===== config.mk =====
export PLATFORM = sky130hd
export DESIGN_NAME = trisc_ctrl_v3_flat
export DESIGN_NICKNAME = d
export VERILOG_FILES = /design/src/rtl/trisc_ctrl_v3_if.sv /design/src/rtl/trisc_ctrl_v3.sv /design/src/flat_wrapper.sv
export SDC_FILE = /design/constraint.sdc
export NUM_CORES = 1
export LEC_CHECK = 0
export BUFFER_PORTS_ARGS = -buffer_cell sky130_fd_sc_hd__buf_2
export CAP_MARGIN = 10
export CORE_MARGIN = 2
export CORE_UTILIZATION = 52
export CTS_CLUSTER_SIZE = 12
export DETAILED_ROUTE_END_ITERATION = 12
export GPL_ROUTABILITY_DRIVEN = 0
export PLACE_DENSITY = 0.82
export SETUP_SLACK_MARGIN = 0.1
export SLEW_MARGIN = 20
export SYNTH_ARGS = -nofsm -noshare
export SYNTH_HDL_FRONTEND = slang
export SYNTH_SLANG_ARGS = --single-unit
export TNS_END_PERCENT = 10

===== constraint.sdc =====
create_clock -name clk -period 2.7 [get_ports clk]
set_input_delay 0 -clock clk [delete_from_list [all_inputs] [get_ports clk]]
set_output_delay 0 -clock clk [all_outputs]
set_load 0.03 [all_outputs]

===== src/rtl/trisc_ctrl_v3_if.sv =====
// Memory port of the TRISC control unit: request/direction/address-select out,
// ready back from the (variable-latency) memory.
interface trisc_ctrl_v3_if;
  logic mem_req;
  logic mem_we;
  logic addr_sel;
  logic mem_rdy;

  modport master (output mem_req, output mem_we, output addr_sel, input mem_rdy);
  modport slave  (input mem_req, input mem_we, input addr_sel, output mem_rdy);
endinterface


===== src/rtl/trisc_ctrl_v3.sv =====
// TRISC control FSM: handshaked fetch/decode/execute for the 8-opcode accumulator ISA,
// with a memory-stall watchdog (sticky ERR) and a retired-instruction counter.
module trisc_ctrl_v3 #(
  parameter int OPW     = 4,
  parameter int TIMEOUT = 15,
  parameter int TO_W    = 4,
  parameter int CNT_W   = 16
)(
  input  logic             clk,
  input  logic             CLR,
  input  logic [OPW-1:0]   opcode,
  input  logic             acc_zero,
  trisc_ctrl_v3_if.master  mem,
  output logic             pc_clr,
  output logic             pc_inc,
  output logic             pc_load,
  output logic             ir_load,
  output logic             acc_clr,
  output logic             acc_inc,
  output logic             acc_load,
  output logic             acc_src,
  output logic             alu_op,
  output logic             mdi_load,
  output logic             err,
  output logic [3:0]       state,
  output logic [CNT_W-1:0] retired
);
  typedef enum logic [3:0] {
    S_RESET  = 4'd0,  S_FETCH = 4'd1, S_DECODE = 4'd2, S_INC   = 4'd3,
    S_CLRA   = 4'd4,  S_OPRD  = 4'd5, S_STPREP = 4'd6, S_WRITE = 4'd7,
    S_JUMP   = 4'd8,  S_ERR   = 4'd15
  } state_t;

  state_t          cur, nxt;
  logic [TO_W-1:0] stall;
  logic [2:0]      op;
  logic            is_nop, wait_st, timeout;

  // Any set bit above the 3-bit opcode field turns the instruction into a NOP.
  assign is_nop  = (opcode >> 3) != '0;
  assign op      = opcode[2:0];
  assign wait_st = cur inside {S_FETCH, S_OPRD, S_WRITE};
  assign timeout = (TIMEOUT != 0) && wait_st && !mem.mem_rdy && (stall == TO_W'(TIMEOUT));
  assign state   = cur;

  always_comb begin
    nxt          = cur;
    pc_clr       = 1'b0;
    pc_inc       = 1'b0;
    pc_load      = 1'b0;
    ir_load      = 1'b0;
    acc_clr      = 1'b0;
    acc_inc      = 1'b0;
    acc_load     = 1'b0;
    acc_src      = 1'b0;
    alu_op       = 1'b0;
    mdi_load     = 1'b0;
    err          = 1'b0;
    mem.mem_req  = 1'b0;
    mem.mem_we   = 1'b0;
    mem.addr_sel = 1'b0;
    case (cur)
      S_RESET: begin
        pc_clr = 1'b1;
        nxt    = S_FETCH;
      end
      S_FETCH: begin
        mem.mem_req = 1'b1;
        ir_load     = mem.mem_rdy;
        if (mem.mem_rdy) nxt = S_DECODE;
      end
      S_DECODE: begin
        pc_inc = 1'b1;
        if (is_nop) nxt = S_FETCH;
        else case (op)
          3'd0:             nxt = S_INC;
          3'd1:             nxt = S_CLRA;
          3'd3:             nxt = S_STPREP;
          3'd5:             nxt = S_JUMP;
          3'd7:             nxt = acc_zero ? S_JUMP : S_FETCH;
          default:          nxt = S_OPRD;
        endcase
      end
      S_INC: begin
        acc_inc = 1'b1;
        nxt     = S_FETCH;
      end
      S_CLRA: begin
        acc_clr = 1'b1;
        nxt     = S_FETCH;
      end
      S_OPRD: begin
        mem.mem_req  = 1'b1;
        mem.addr_sel = 1'b1;
        acc_src      = (op != 3'd2);
        alu_op       = (op == 3'd6);
        acc_load     = mem.mem_rdy;
        if (mem.mem_rdy) nxt = S_FETCH;
      end
      S_STPREP: begin
        mdi_load = 1'b1;
        nxt      = S_WRITE;
      end
      S_WRITE: begin
        mem.mem_req  = 1'b1;
        mem.mem_we   = 1'b1;
        mem.addr_sel = 1'b1;
        if (mem.mem_rdy) nxt = S_FETCH;
      end
      S_JUMP: begin
        mem.addr_sel = 1'b1;
        pc_load      = 1'b1;
        nxt          = S_FETCH;
      end
      S_ERR: begin
        err = 1'b1;
      end
      default: nxt = S_RESET;
    endcase
    // A ready arriving in the last allowed cycle still completes normally.
    if (timeout) nxt = S_ERR;
  end

  always_ff @(posedge clk or posedge CLR) begin
    if (CLR) begin
      cur     <= S_RESET;
      stall   <= '0;
      retired <= '0;
    end else begin
      cur <= nxt;
      if (nxt != cur)
        stall <= '0;
      else if (wait_st && !mem.mem_rdy)
        stall <= stall + 1'b1;
      if (nxt == S_FETCH &&
          cur inside {S_DECODE, S_INC, S_CLRA, S_OPRD, S_WRITE, S_JUMP})
        retired <= retired + 1'b1;
    end
  end
endmodule


===== src/flat_wrapper.sv =====
// flat-port wrapper written by rule: the top's interface ports become plain ports
module trisc_ctrl_v3_flat 
#(
  parameter int OPW     = 4,
  parameter int TIMEOUT = 15,
  parameter int TO_W    = 4,
  parameter int CNT_W   = 16
)
  (clk, CLR, opcode, acc_zero, pc_clr, pc_inc, pc_load, ir_load, acc_clr, acc_inc, acc_load, acc_src, alu_op, mdi_load, err, state, retired, mem_mem_req, mem_mem_we, mem_addr_sel, mem_mem_rdy);
  trisc_ctrl_v3_if mem_i ();
  input  logic clk;
  input  logic CLR;
  input  logic [OPW-1:0] opcode;
  input  logic acc_zero;
  output logic pc_clr;
  output logic pc_inc;
  output logic pc_load;
  output logic ir_load;
  output logic acc_clr;
  output logic acc_inc;
  output logic acc_load;
  output logic acc_src;
  output logic alu_op;
  output logic mdi_load;
  output logic err;
  output logic [3:0] state;
  output logic [CNT_W-1:0] retired;
  output wire logic [$bits(mem_i.mem_req)-1:0] mem_mem_req;
  output wire logic [$bits(mem_i.mem_we)-1:0] mem_mem_we;
  output wire logic [$bits(mem_i.addr_sel)-1:0] mem_addr_sel;
  input wire logic [$bits(mem_i.mem_rdy)-1:0] mem_mem_rdy;
  assign mem_mem_req = mem_i.mem_req;
  assign mem_mem_we = mem_i.mem_we;
  assign mem_addr_sel = mem_i.addr_sel;
  assign mem_i.mem_rdy = mem_mem_rdy;
  trisc_ctrl_v3 #(.OPW(OPW), .TIMEOUT(TIMEOUT), .TO_W(TO_W), .CNT_W(CNT_W)) u_core (.clk(clk), .CLR(CLR), .opcode(opcode), .acc_zero(acc_zero), .mem(mem_i), .pc_clr(pc_clr), .pc_inc(pc_inc), .pc_load(pc_load), .ir_load(ir_load), .acc_clr(acc_clr), .acc_inc(acc_inc), .acc_load(acc_load), .acc_src(acc_src), .alu_op(alu_op), .mdi_load(mdi_load), .err(err), .state(state), .retired(retired));
endmodule

==> results of run 1 <==
[kinds of logic after synthesis]
family,after synthesis,share of synthesized area
and+or+nand+nor,78,0.304
DFF,24,0.397
buffers and inverters,20,0.0645
AOI/OAI and AO/OA,19,0.0869
xor gates and xnor gates,19,0.110
adders and majority gates,3,0.0232
muxes,2,0.0141
[worst min-delay path, delay by kind of cell]
kind	cells	cell delay, ns
and+or+nand+nor	2	0.23
buffers and inverters	1	0.11
[timing repair]
action / CTS / global route
setup buffers: 0 / 0
hold endpoints to repair: 24 / 0
resized for setup: 0 / 5
hold buffers: 1 / 0
endpoints found under the setup margin: 0 / 5
[sequential cells by signal (all words and copies together) (netlist names)]
signal,cells
u_core.state,4
u_core.retired,16
u_core.stall,4
[worst max path at each step]
stage                         startpoint                              to  slack [ns]  cells past startpoint
2_1_floorplan  u_core.state[2]$_DFF_PP0_     u_core.stall[0]$_DFFE_PP0P_        0.11                      7
3_3_place_gp   u_core.state[0]$_DFF_PP0_  u_core.retired[15]$_DFFE_PP0P_        0.31                      8
5_1_grt        u_core.state[0]$_DFF_PP0_  u_core.retired[11]$_DFFE_PP0P_        0.12                      8
3_5_place_dp   u_core.state[3]$_DFF_PP0_  u_core.retired[11]$_DFFE_PP0P_        0.27                      7
4_1_cts        u_core.state[0]$_DFF_PP0_  u_core.retired[11]$_DFFE_PP0P_        0.24                      8
6_report       u_core.state[0]$_DFF_PP0_  u_core.retired[11]$_DFFE_PP0P_        0.31                      8
[layer usage]
layer,global-route usage,up-vias,part of all wire
met2,0.341,45,0.47
met1,0.294,636,0.45
met4,0.103,0,0.019
met3,0.0379,7,0.056
met5,0,-,0
li1,-,667,-
[cell type report]
type / instances / share of cell area
multi-input cells: 121 / 0.461
repair buffers: 47 / 0.138
inverters: 11 / 0.0225
clock inverters: 1 / 0.0163
well taps: 31 / 0.0211
flip-flops and latches: 24 / 0.329
clock buffers: 3 / 0.0123
[cells in the final DEF (no fill, tap or decap), types with 2 or more instances in the layout]
cell	synthesis	layout
nand2b_1	3	3
o21ai_1	2	2
dfrtp_2	0	4
nor3_2	3	3
xnor2_1	5	5
or3_1	3	3
clkbuf_4	0	3
ha_1	2	2
nor4_1	4	3
buf_2	3	41
a21oi_1	5	5
nor4_2	2	2
or4b_1	2	2
buf_4	1	5
xor2_1	14	14
a31oi_1	2	2
nand4_1	3	3
nor2b_1	4	3
and3_1	2	2
inv_1	8	8
nand3_1	6	6
inv_2	2	2
nor2_1	15	15
nor3_1	11	11
nand2_1	10	10
dfrtp_1	24	20
[where the power goes]
group          total [W]  internal [W]  switching [W]
Sequential      0.000553      0.000436       0.000117
Combinational   0.000863      0.000292       0.000571
Clock           0.000259      0.000150       0.000108
[per-stage QoR]
| step | setup slack, ns | total power (W) | util | hold WS, ns |
|---|---|---|---|---|
| after CTS | 0.238 | 0.00168 | 0.664 | 0.0313 |
| after detailed placement | 0.268 | 0.00142 | 0.641 | 0.226 |
| after floorplan | 0.110 | 0.00121 | - | 0.0146 |
| after global placement | 0.307 | 0.00139 | 0.641 | 0.210 |
| after global routing | 0.118 | 0.00179 | 0.667 | 0.0496 |
| final | 0.306 | 0.00167 | 0.667 | 0.0538 |
==> flow_metrics.env, run 1 <==
export IMPL_yosysSeqAreaShare=0.397
export IMPL_regArea_sq_um=606
export IMPL_synthCells=165
export IMPL_grt_pass1_wl_microns=5640
export IMPL_drive_above_1_share=0.319
export IMPL_vias=1355
export IMPL_cp_buffers_inverters=2
export IMPL_ant_nets=0
export IMPL_hold_path_startpoint="opcode[3]"
export IMPL_finalInstanceArea_sq_um=1840
export IMPL_period_minus_slack_ns=2.39
export IMPL_r2r_cells=8
export IMPL_fin_crit_sh=0.886
export IMPL_fillCellCount=220
export IMPL_holdPathEnd="u_core.state[3]$_DFF_PP0_"
export IMPL_synth_most_common_cell="dfrtp_1"
export IMPL_avgSynthCellArea_sq_um=9.17
export IMPL_leakagePower_nw=0.920
export IMPL_dp_cells=233
export IMPL_worstMarginPinSlew_ns=0.867
export IMPL_status="completed"
export IMPL_routed_wl_microns=3290
export IMPL_drc=0
export IMPL_cts_tree="done"
export IMPL_die_area_sq_um=3360
export IMPL_antenna_found_initial=0
export IMPL_cts_buffer_depth=2
export IMPL_synth_top_area_frac=0.397
export IMPL_fmax_ghz=0.418
export IMPL_synth_edf_count=0
export IMPL_cts_buffers=3
export IMPL_critPathKind="reg2reg"
export IMPL_core_area_sq_um=2760
export IMPL_cp_slowest_cell="dfrtp_2"
export IMPL_skew_ns=0.00930
export IMPL_ys_warn_count=0
export IMPL_dr_pass1_iters=4
export IMPL_drv_cap=0
export IMPL_reg2reg_slack_ns=0.31
export IMPL_cts_clk_slew_worst_paths_ns=0.13
export IMPL_required_ns=2.96
export IMPL_antenna_cells=0
export IMPL_synth_async_reset_ratio=1.00
export IMPL_cts_sinks=24
export IMPL_ys_flop_type="dfrtp_1"
export IMPL_hold_viol_final=0
export IMPL_crit_path_end_kind="flop"
export IMPL_slew_viol_final=0
export IMPL_viasPerCell=5.69
export IMPL_path_delay_family="simple AND/OR/NAND/NOR gates"
export IMPL_synth_area_leaders="dfrtp_1, xor2_1, nor2_1, nor3_1, xnor2_1"
export IMPL_die_w_microns=57.9
export IMPL_htree_levels=1
export IMPL_pin_count=42
export IMPL_insertion_delay_ns=0.32
export IMPL_grt_max_degree=25
export IMPL_syn_num_nets=175
export IMPL_fin_nets=218
export IMPL_port_buffer_count=41
export IMPL_multi_input_area_sq_um=847
export IMPL_fin_setup_tns_ns=0
export IMPL_post_synth_top_area_cell="dfrtp_1"
export IMPL_dp_hpwl_microns=2520
export IMPL_drt_first_iter_violations=75
export IMPL_relSlewSlack=0.422
export IMPL_first_global_vias=1272
export IMPL_grt_overflow=0
export IMPL_cts_root_buffer="clkbuf_4"
export IMPL_irDropWorstVdd_v=0.000986
export IMPL_synth_common_cells="dfrtp_1, nor2_1, xor2_1"
export IMPL_rsz0062_at_grt="false"
export IMPL_min_path_type="in2reg"
export IMPL_initial_core_util=0.549
export IMPL_die_y_microns=57.9
export IMPL_postPlaceCellArea_sq_um=1770
export IMPL_synth_seq_cells=24
export IMPL_finalSetupViolCount=0
export IMPL_ys_types=50
export IMPL_finalNonFillerCells=238
export IMPL_synth_area_sq_um=1510
export IMPL_syn2layout_area_growth_pct=21.5
export IMPL_cp_arrival_ns=2.65
export IMPL_min_delay_path_depth=3
export IMPL_grt_use_total=0.217
export IMPL_post_drt_wl_per_cell_microns=13.8
export IMPL_cp_cell_sequence="buf_4 -> a21bo_1 -> o311a_1 -> or3b_1 -> or3_1 -> buf_4 -> nor4_2 -> xor2_1"
export IMPL_r2r_start="u_core.state[0]$_DFF_PP0_"
export IMPL_crit_path_frequent_cell="buf_4"
export IMPL_worst_path_max_fanout=16
export IMPL_cpPeakStageDelay_ns=0.51
export IMPL_start_kind="flop"
export IMPL_power_density_nw_per_um2=911
export IMPL_num_rows=19
export IMPL_r2r_end="u_core.retired[11]$_DFFE_PP0P_"
Note: power is estimated with default switching activity, not from simulation.
==> run 2, diff against run 1 <==
- PLACE_DENSITY: 0.82 -> 0.84
==> flow_metrics.env, run 2 (same netlist as run 1, synthesis figures left out) <==
export IMPL_initial_core_util=0.549
export IMPL_drc=0
export IMPL_insertion_delay_ns=0.32
export IMPL_num_rows=19
export IMPL_first_global_vias=1272
export IMPL_antenna_found_initial=0
export IMPL_cts_tree="done"
export IMPL_fin_crit_sh=0.914
export IMPL_die_y_microns=57.9
export IMPL_cp_slowest_cell="dfrtp_2"
export IMPL_critPathKind="reg2reg"
export IMPL_cp_buffers_inverters=2
export IMPL_multi_input_area_sq_um=853
export IMPL_fin_nets=220
export IMPL_viasPerCell=5.73
export IMPL_cp_arrival_ns=2.72
export IMPL_final_common_cell="buf_2"
export IMPL_die_w_microns=57.9
export IMPL_hold_path_startpoint="opcode[0]"
export IMPL_rsz0062_at_grt="false"
export IMPL_r2r_start="u_core.state[1]$_DFF_PP0_"
export IMPL_fin_setup_tns_ns=0
export IMPL_grt_pass1_wl_microns=5890
export IMPL_leakagePower_nw=0.923
export IMPL_antenna_cells=0
export IMPL_largest_register_ffs=16
export IMPL_cts_buffers=3
export IMPL_core_area_sq_um=2760
export IMPL_post_drt_wl_per_cell_microns=14.3
export IMPL_path_delay_family="simple AND/OR/NAND/NOR gates"
export IMPL_start_kind="flop"
export IMPL_finalSetupViolCount=0
export IMPL_drive_above_1_share=0.316
export IMPL_cts_sinks=24
export IMPL_cp_cell_sequence="buf_4 -> a21bo_1 -> o311a_1 -> or3b_1 -> or3_1 -> buf_4 -> nor4_2 -> xor2_1"
export IMPL_final_cell_mix="buf_2, dfrtp_1, nor2_1"
export IMPL_pin_count=42
export IMPL_irDropWorstVdd_v=0.000722
export IMPL_drt_first_iter_violations=71
export IMPL_drv_cap=0
export IMPL_slew_viol_final=0
export IMPL_cpPeakStageDelay_ns=0.48
export IMPL_r2r_cells=8
export IMPL_htree_levels=1
export IMPL_period_minus_slack_ns=2.47
export IMPL_cts_buffer_depth=2
export IMPL_power_density_nw_per_um2=883
export IMPL_fillCellCount=218
export IMPL_worstMarginPinSlew_ns=0.887
export IMPL_fmax_ghz=0.405
export IMPL_final_util=0.669
export IMPL_grt_use_total=0.228
export IMPL_die_area_sq_um=3360
export IMPL_dr_pass1_iters=4
export IMPL_r2r_end="u_core.retired[15]$_DFFE_PP0P_"
export IMPL_min_delay_path_depth=4
export IMPL_worst_path_max_fanout=16
export IMPL_skew_ns=0.00573
export IMPL_grt_overflow=0
export IMPL_crit_path_end_kind="flop"
export IMPL_hold_viol_final=0
export IMPL_syn2layout_area_growth_pct=22.0
export IMPL_reg2reg_slack_ns=0.23
export IMPL_grt_max_degree=25
export IMPL_dp_hpwl_microns=2560
export IMPL_holdPathEnd="u_core.state[3]$_DFF_PP0_"
export IMPL_status="completed"
export IMPL_cts_root_buffer="clkbuf_4"
export IMPL_cts_clk_slew_worst_paths_ns=0.13
export IMPL_relSlewSlack=0.408
export IMPL_min_path_type="in2reg"
export IMPL_regMostFlops="u_core.retired"
export IMPL_regArea_sq_um=606
export IMPL_port_buffer_count=41
export IMPL_required_ns=2.95
export IMPL_routed_wl_microns=3420
export IMPL_vias=1376
export IMPL_ant_nets=0
export IMPL_crit_path_frequent_cell="buf_4"
## run 2: cell types whose count changed in the layout (fill, tap and decap cells not counted), sizes merged
cell | before | now
bufinv | 1 | 0
buf | 46 | 47
dlygate4sd3 | 1 | 2
clkbuf | 3 | 4
## run 2: metal layers
layer | wire length, microns | vias to the layer above | GRT usage
li1 | - | 669 | -
met1 | 1470 | 663 | 0.302
met2 | 1710 | 37 | 0.375
met3 | 167 | 7 | 0.0357
met4 | 70 | 0 | 0.0897
met5 | 0 | - | 0
## run 2: how the worst max path moves through the flow
stage	cells past startpoint	slack, ns	to	start
floorplan	7	0.11	u_core.stall[0]$_DFFE_PP0P_	u_core.state[2]$_DFF_PP0_
global placement	7	0.26	u_core.retired[15]$_DFFE_PP0P_	u_core.state[3]$_DFF_PP0_
detailed placement	8	0.17	u_core.retired[11]$_DFFE_PP0P_	u_core.state[1]$_DFF_PP0_
CTS	8	0.14	u_core.retired[11]$_DFFE_PP0P_	u_core.state[1]$_DFF_PP0_
global route	8	0.10	u_core.retired[11]$_DFFE_PP0P_	u_core.state[1]$_DFF_PP0_
finish	8	0.23	u_core.retired[15]$_DFFE_PP0P_	u_core.state[1]$_DFF_PP0_
## run 2: cell type report
type / instances / area share
multi-input combinational: 121 / 0.462
sequential: 24 / 0.328
timing repair buffer: 49 / 0.146
inverter: 11 / 0.0224
tap: 31 / 0.0210
clock buffer: 4 / 0.0197
## run 2: worst register-to-register path: cells and delay by family (launching register included)
kind | cells | cell delay [ns]
buffers and inverters | 2 | 0.41
flip-flops | 1 | 0.48
AND/OR/NAND/NOR | 3 | 1.01
XOR/XNOR | 1 | 0.16
AO/OA/AOI/OAI | 2 | 0.34
## run 2: power breakdown
group | internal (W) | switching [W] | total, W
logic | 0.000304 | 0.000583 | 0.000887
clock network | 0.0000826 | 0.000108 | 0.000191
registers | 0.000436 | 0.000115 | 0.000551
## run 2: repair_timing
action | CTS | global route
hold buffers | 2 | 0
buffers inserted | 0 | 2
gates resized for setup | 0 | 5
setup endpoints to repair | 0 | 10
endpoints found under the hold margin | 25 | 0
## run 2: metrics by stage
step,hold WS [ns],instances,area (sq um),power [W],setup WS [ns]
6_report,0.0794,240,1850,0.00163,0.231
5_1_grt,0.0976,240,1850,0.00174,0.101
4_1_cts,0.0732,238,1820,0.00161,0.135
3_5_place_dp,0.224,232,1760,0.00141,0.172
3_3_place_gp,0.208,232,1760,0.00137,0.264
2_1_floorplan,0.0146,165,1540,0.00121,0.110
==> run 3, diff against run 2 <==
- ABC_AREA: default -> 1
- CORE_UTILIZATION: 52 -> 54
- PLACE_DENSITY: 0.84 -> 0.85
==> flow_metrics.env, run 3 <==
export IMPL_min_path_type="in2reg"
export IMPL_avgSynthCellArea_sq_um=7.37
export IMPL_fillCellCount=294
export IMPL_holdPathEnd="u_core.state[3]$_DFF_PP0_"
export IMPL_pin_count=42
export IMPL_multi_input_area_sq_um=1020
export IMPL_num_rows=20
export IMPL_hold_viol_final=0
export IMPL_worst_path_max_fanout=17
export IMPL_largest_register_ffs=16
export IMPL_dp_hpwl_microns=2950
export IMPL_post_drt_wl_per_cell_microns=11.9
export IMPL_rsz0062_at_grt="false"
export IMPL_synth_async_reset_ratio=1.00
export IMPL_r2r_start="u_core.state[1]$_DFF_PP0_"
export IMPL_final_cell_mix="nand2_1, buf_2, nand3_1"
export IMPL_fin_setup_tns_ns=0
export IMPL_crit_path_frequent_cell="nand2_1"
export IMPL_yosysSeqAreaShare=0.335
export IMPL_finalSetupViolCount=0
export IMPL_grt_pass1_wl_microns=6510
export IMPL_synthCells=243
export IMPL_clock_power_share=0.097
export IMPL_required_ns=2.92
export IMPL_drt_first_iter_violations=149
export IMPL_insertion_delay_ns=0.31
export IMPL_pwr_share_comb=0.581
export IMPL_die_area_sq_um=3790
export IMPL_synth_area_sq_um=1790
export IMPL_cts_clk_slew_worst_paths_ns=0.12
export IMPL_relSlewSlack=0.388
export IMPL_cp_slowest_cell="dfrtp_1"
export IMPL_leakagePower_nw=1.18
export IMPL_grt_overflow=0
export IMPL_p_switching_w=0.000852
export IMPL_final_util=0.654
export IMPL_cp_buffers_inverters=1
export IMPL_min_delay_path_depth=5
export IMPL_cts_tree="done"
export IMPL_drc=0
export IMPL_ys_types=30
export IMPL_r2r_cells=9
export IMPL_cts_sinks=24
export IMPL_status="completed"
export IMPL_synth_area_leaders="dfrtp_1, nand2_1, nand3_1, nand2_2, xor2_1"
export IMPL_worstMarginPinSlew_ns=0.917
export IMPL_irDropWorstVdd_v=0.000320
export IMPL_cts_buffers=3
export IMPL_p_int_w=0.000721
export IMPL_critPathKind="reg2reg"
export IMPL_path_depth=9
export IMPL_synth_common_cells="nand2_1, nand3_1, dfrtp_1, inv_1"
export IMPL_drive_above_1_share=0.279
export IMPL_viasPerCell=5.27
export IMPL_antenna_found_initial=0
export IMPL_grt_use_total=0.222
export IMPL_share_seq_of_total_power=0.322
export IMPL_cpPeakStageDelay_ns=0.50
export IMPL_final_common_cell="nand2_1"
export IMPL_routed_wl_microns=3880
export IMPL_core_area_sq_um=3100
export IMPL_dr_pass1_iters=4
export IMPL_path_delay_family="simple AND/OR/NAND/NOR gates"
export IMPL_swShare=0.542
export IMPL_power_density_nw_per_um2=775
export IMPL_slew_viol_final=0
export IMPL_fin_nets=295
export IMPL_initial_core_util=0.577
export IMPL_regArea_sq_um=601
export IMPL_synth_top_area_frac=0.335
export IMPL_synth_seq_cells=24
export IMPL_cp_arrival_ns=2.15
export IMPL_ant_nets=0
export IMPL_period_minus_slack_ns=1.93
export IMPL_syn_num_nets=253
export IMPL_reg2reg_slack_ns=0.77
export IMPL_grt_max_degree=25
export IMPL_hold_path_startpoint="acc_zero"
export IMPL_drv_cap=0
export IMPL_first_global_vias=1493
export IMPL_htree_levels=1
export IMPL_syn2layout_area_growth_pct=13.4
export IMPL_port_buffer_count=41
export IMPL_cp_cell_sequence="nand2_1 -> inv_2 -> nand2_2 -> nand3_2 -> nor2_1 -> and3_4 -> nand2_8 -> nand2_1 -> nand2_1"
export IMPL_vias=1723
export IMPL_start_kind="flop"
export IMPL_die_w_microns=61.6
export IMPL_regMostFlops="u_core.retired"
export IMPL_antenna_cells=0
export IMPL_whs_ns=0.0761
export IMPL_cts_root_buffer="clkbuf_4"
export IMPL_skew_ns=0.00640
export IMPL_ys_flop_type="dfrtp_1"
export IMPL_fin_crit_sh=0.716
export IMPL_r2r_end="u_core.retired[12]$_DFFE_PP0P_"
export IMPL_crit_path_end_kind="flop"
export IMPL_post_synth_top_area_cell="dfrtp_1"
export IMPL_synth_edf_count=0
export IMPL_ys_warn_count=0
export IMPL_fmax_ghz=0.517
export IMPL_cts_buffer_depth=2
export IMPL_die_y_microns=61.6
export IMPL_synth_most_common_cell="nand2_1"
-- run 3: power by group through the flow --
stage / Clock (W) / Combinational [W] / Sequential [W]
finish: 0.000153 / 0.000913 / 0.000507
global route: 0.000177 / 0.00101 / 0.000514
CTS: 0.000161 / 0.000916 / 0.000504
detailed placement: 0 / 0.000911 / 0.000511
global placement: 0 / 0.000899 / 0.000511
floorplan: 0 / 0.000699 / 0.000587
-- run 3: metal layers --
layer  global-route usage  vias up  wire [microns]
met5                    0        -               0
met4               0.0486        0              17
met3               0.0399        4             148
met2                0.365       36            1930
met1                0.304      816            1780
li1                     -      867               -
-- run 3: how the worst max path moves through the flow --
stage / to / startpoint / slack, ns
after floorplan: u_core.retired[9]$_DFFE_PP0P_ / u_core.state[3]$_DFF_PP0_ / 0.73
after global placement: u_core.retired[10]$_DFFE_PP0P_ / u_core.state[1]$_DFF_PP0_ / 0.82
after detailed placement: u_core.retired[12]$_DFFE_PP0P_ / u_core.state[1]$_DFF_PP0_ / 0.78
after CTS: u_core.retired[12]$_DFFE_PP0P_ / u_core.state[1]$_DFF_PP0_ / 0.76
after global routing: u_core.retired[3]$_DFFE_PP0P_ / u_core.state[0]$_DFF_PP0_ / 0.58
final: u_core.retired[12]$_DFFE_PP0P_ / u_core.state[1]$_DFF_PP0_ / 0.77
-- run 3: cell type report --
| type | count | share of cell area |
|---|---|---|
| multi-input cells | 183 | 0.502 |
| clock buffers | 3 | 0.0111 |
| well taps | 44 | 0.0271 |
| repair buffers | 42 | 0.106 |
| inverters | 31 | 0.0585 |
| flip-flops and latches | 24 | 0.296 |
-- run 3: tightest hold or removal path, cell delays in order --
cell and delay (ns):
buf_2 0.08, o21ai_0 0.06, nor2_1 0.09, nor2_1 0.06, nand2_1 0.06
-- run 3: repair_timing --
action                    in CTS  in global routing
hold buffers                   1                  0
resized for setup              0                  0
hold endpoints to repair      24                  0
setup buffers                  0                  0
-- run 3: per-stage QoR --
step,setup WS (ns),power [W],instances,cell area (sq um)
floorplan,0.735,0.00129,243,1790
global placement,0.819,0.00141,323,2000
detailed placement,0.783,0.00142,323,2000
CTS,0.765,0.00158,327,2030
global route,0.583,0.00170,327,2030
finish,0.766,0.00157,327,2030
-- run 3: logic make-up (layout without fill, tap and decap cells) --
group | Yosys count | count (layout) | share of synthesized area
compound gates | 6 | 6 | 0.0189
simple gates | 158 | 158 | 0.453
flops | 24 | 24 | 0.335
fa+ha+maj | 2 | 2 | 0.0140
buf+inv | 36 | 76 | 0.0957
xor+xnor | 17 | 17 | 0.0832
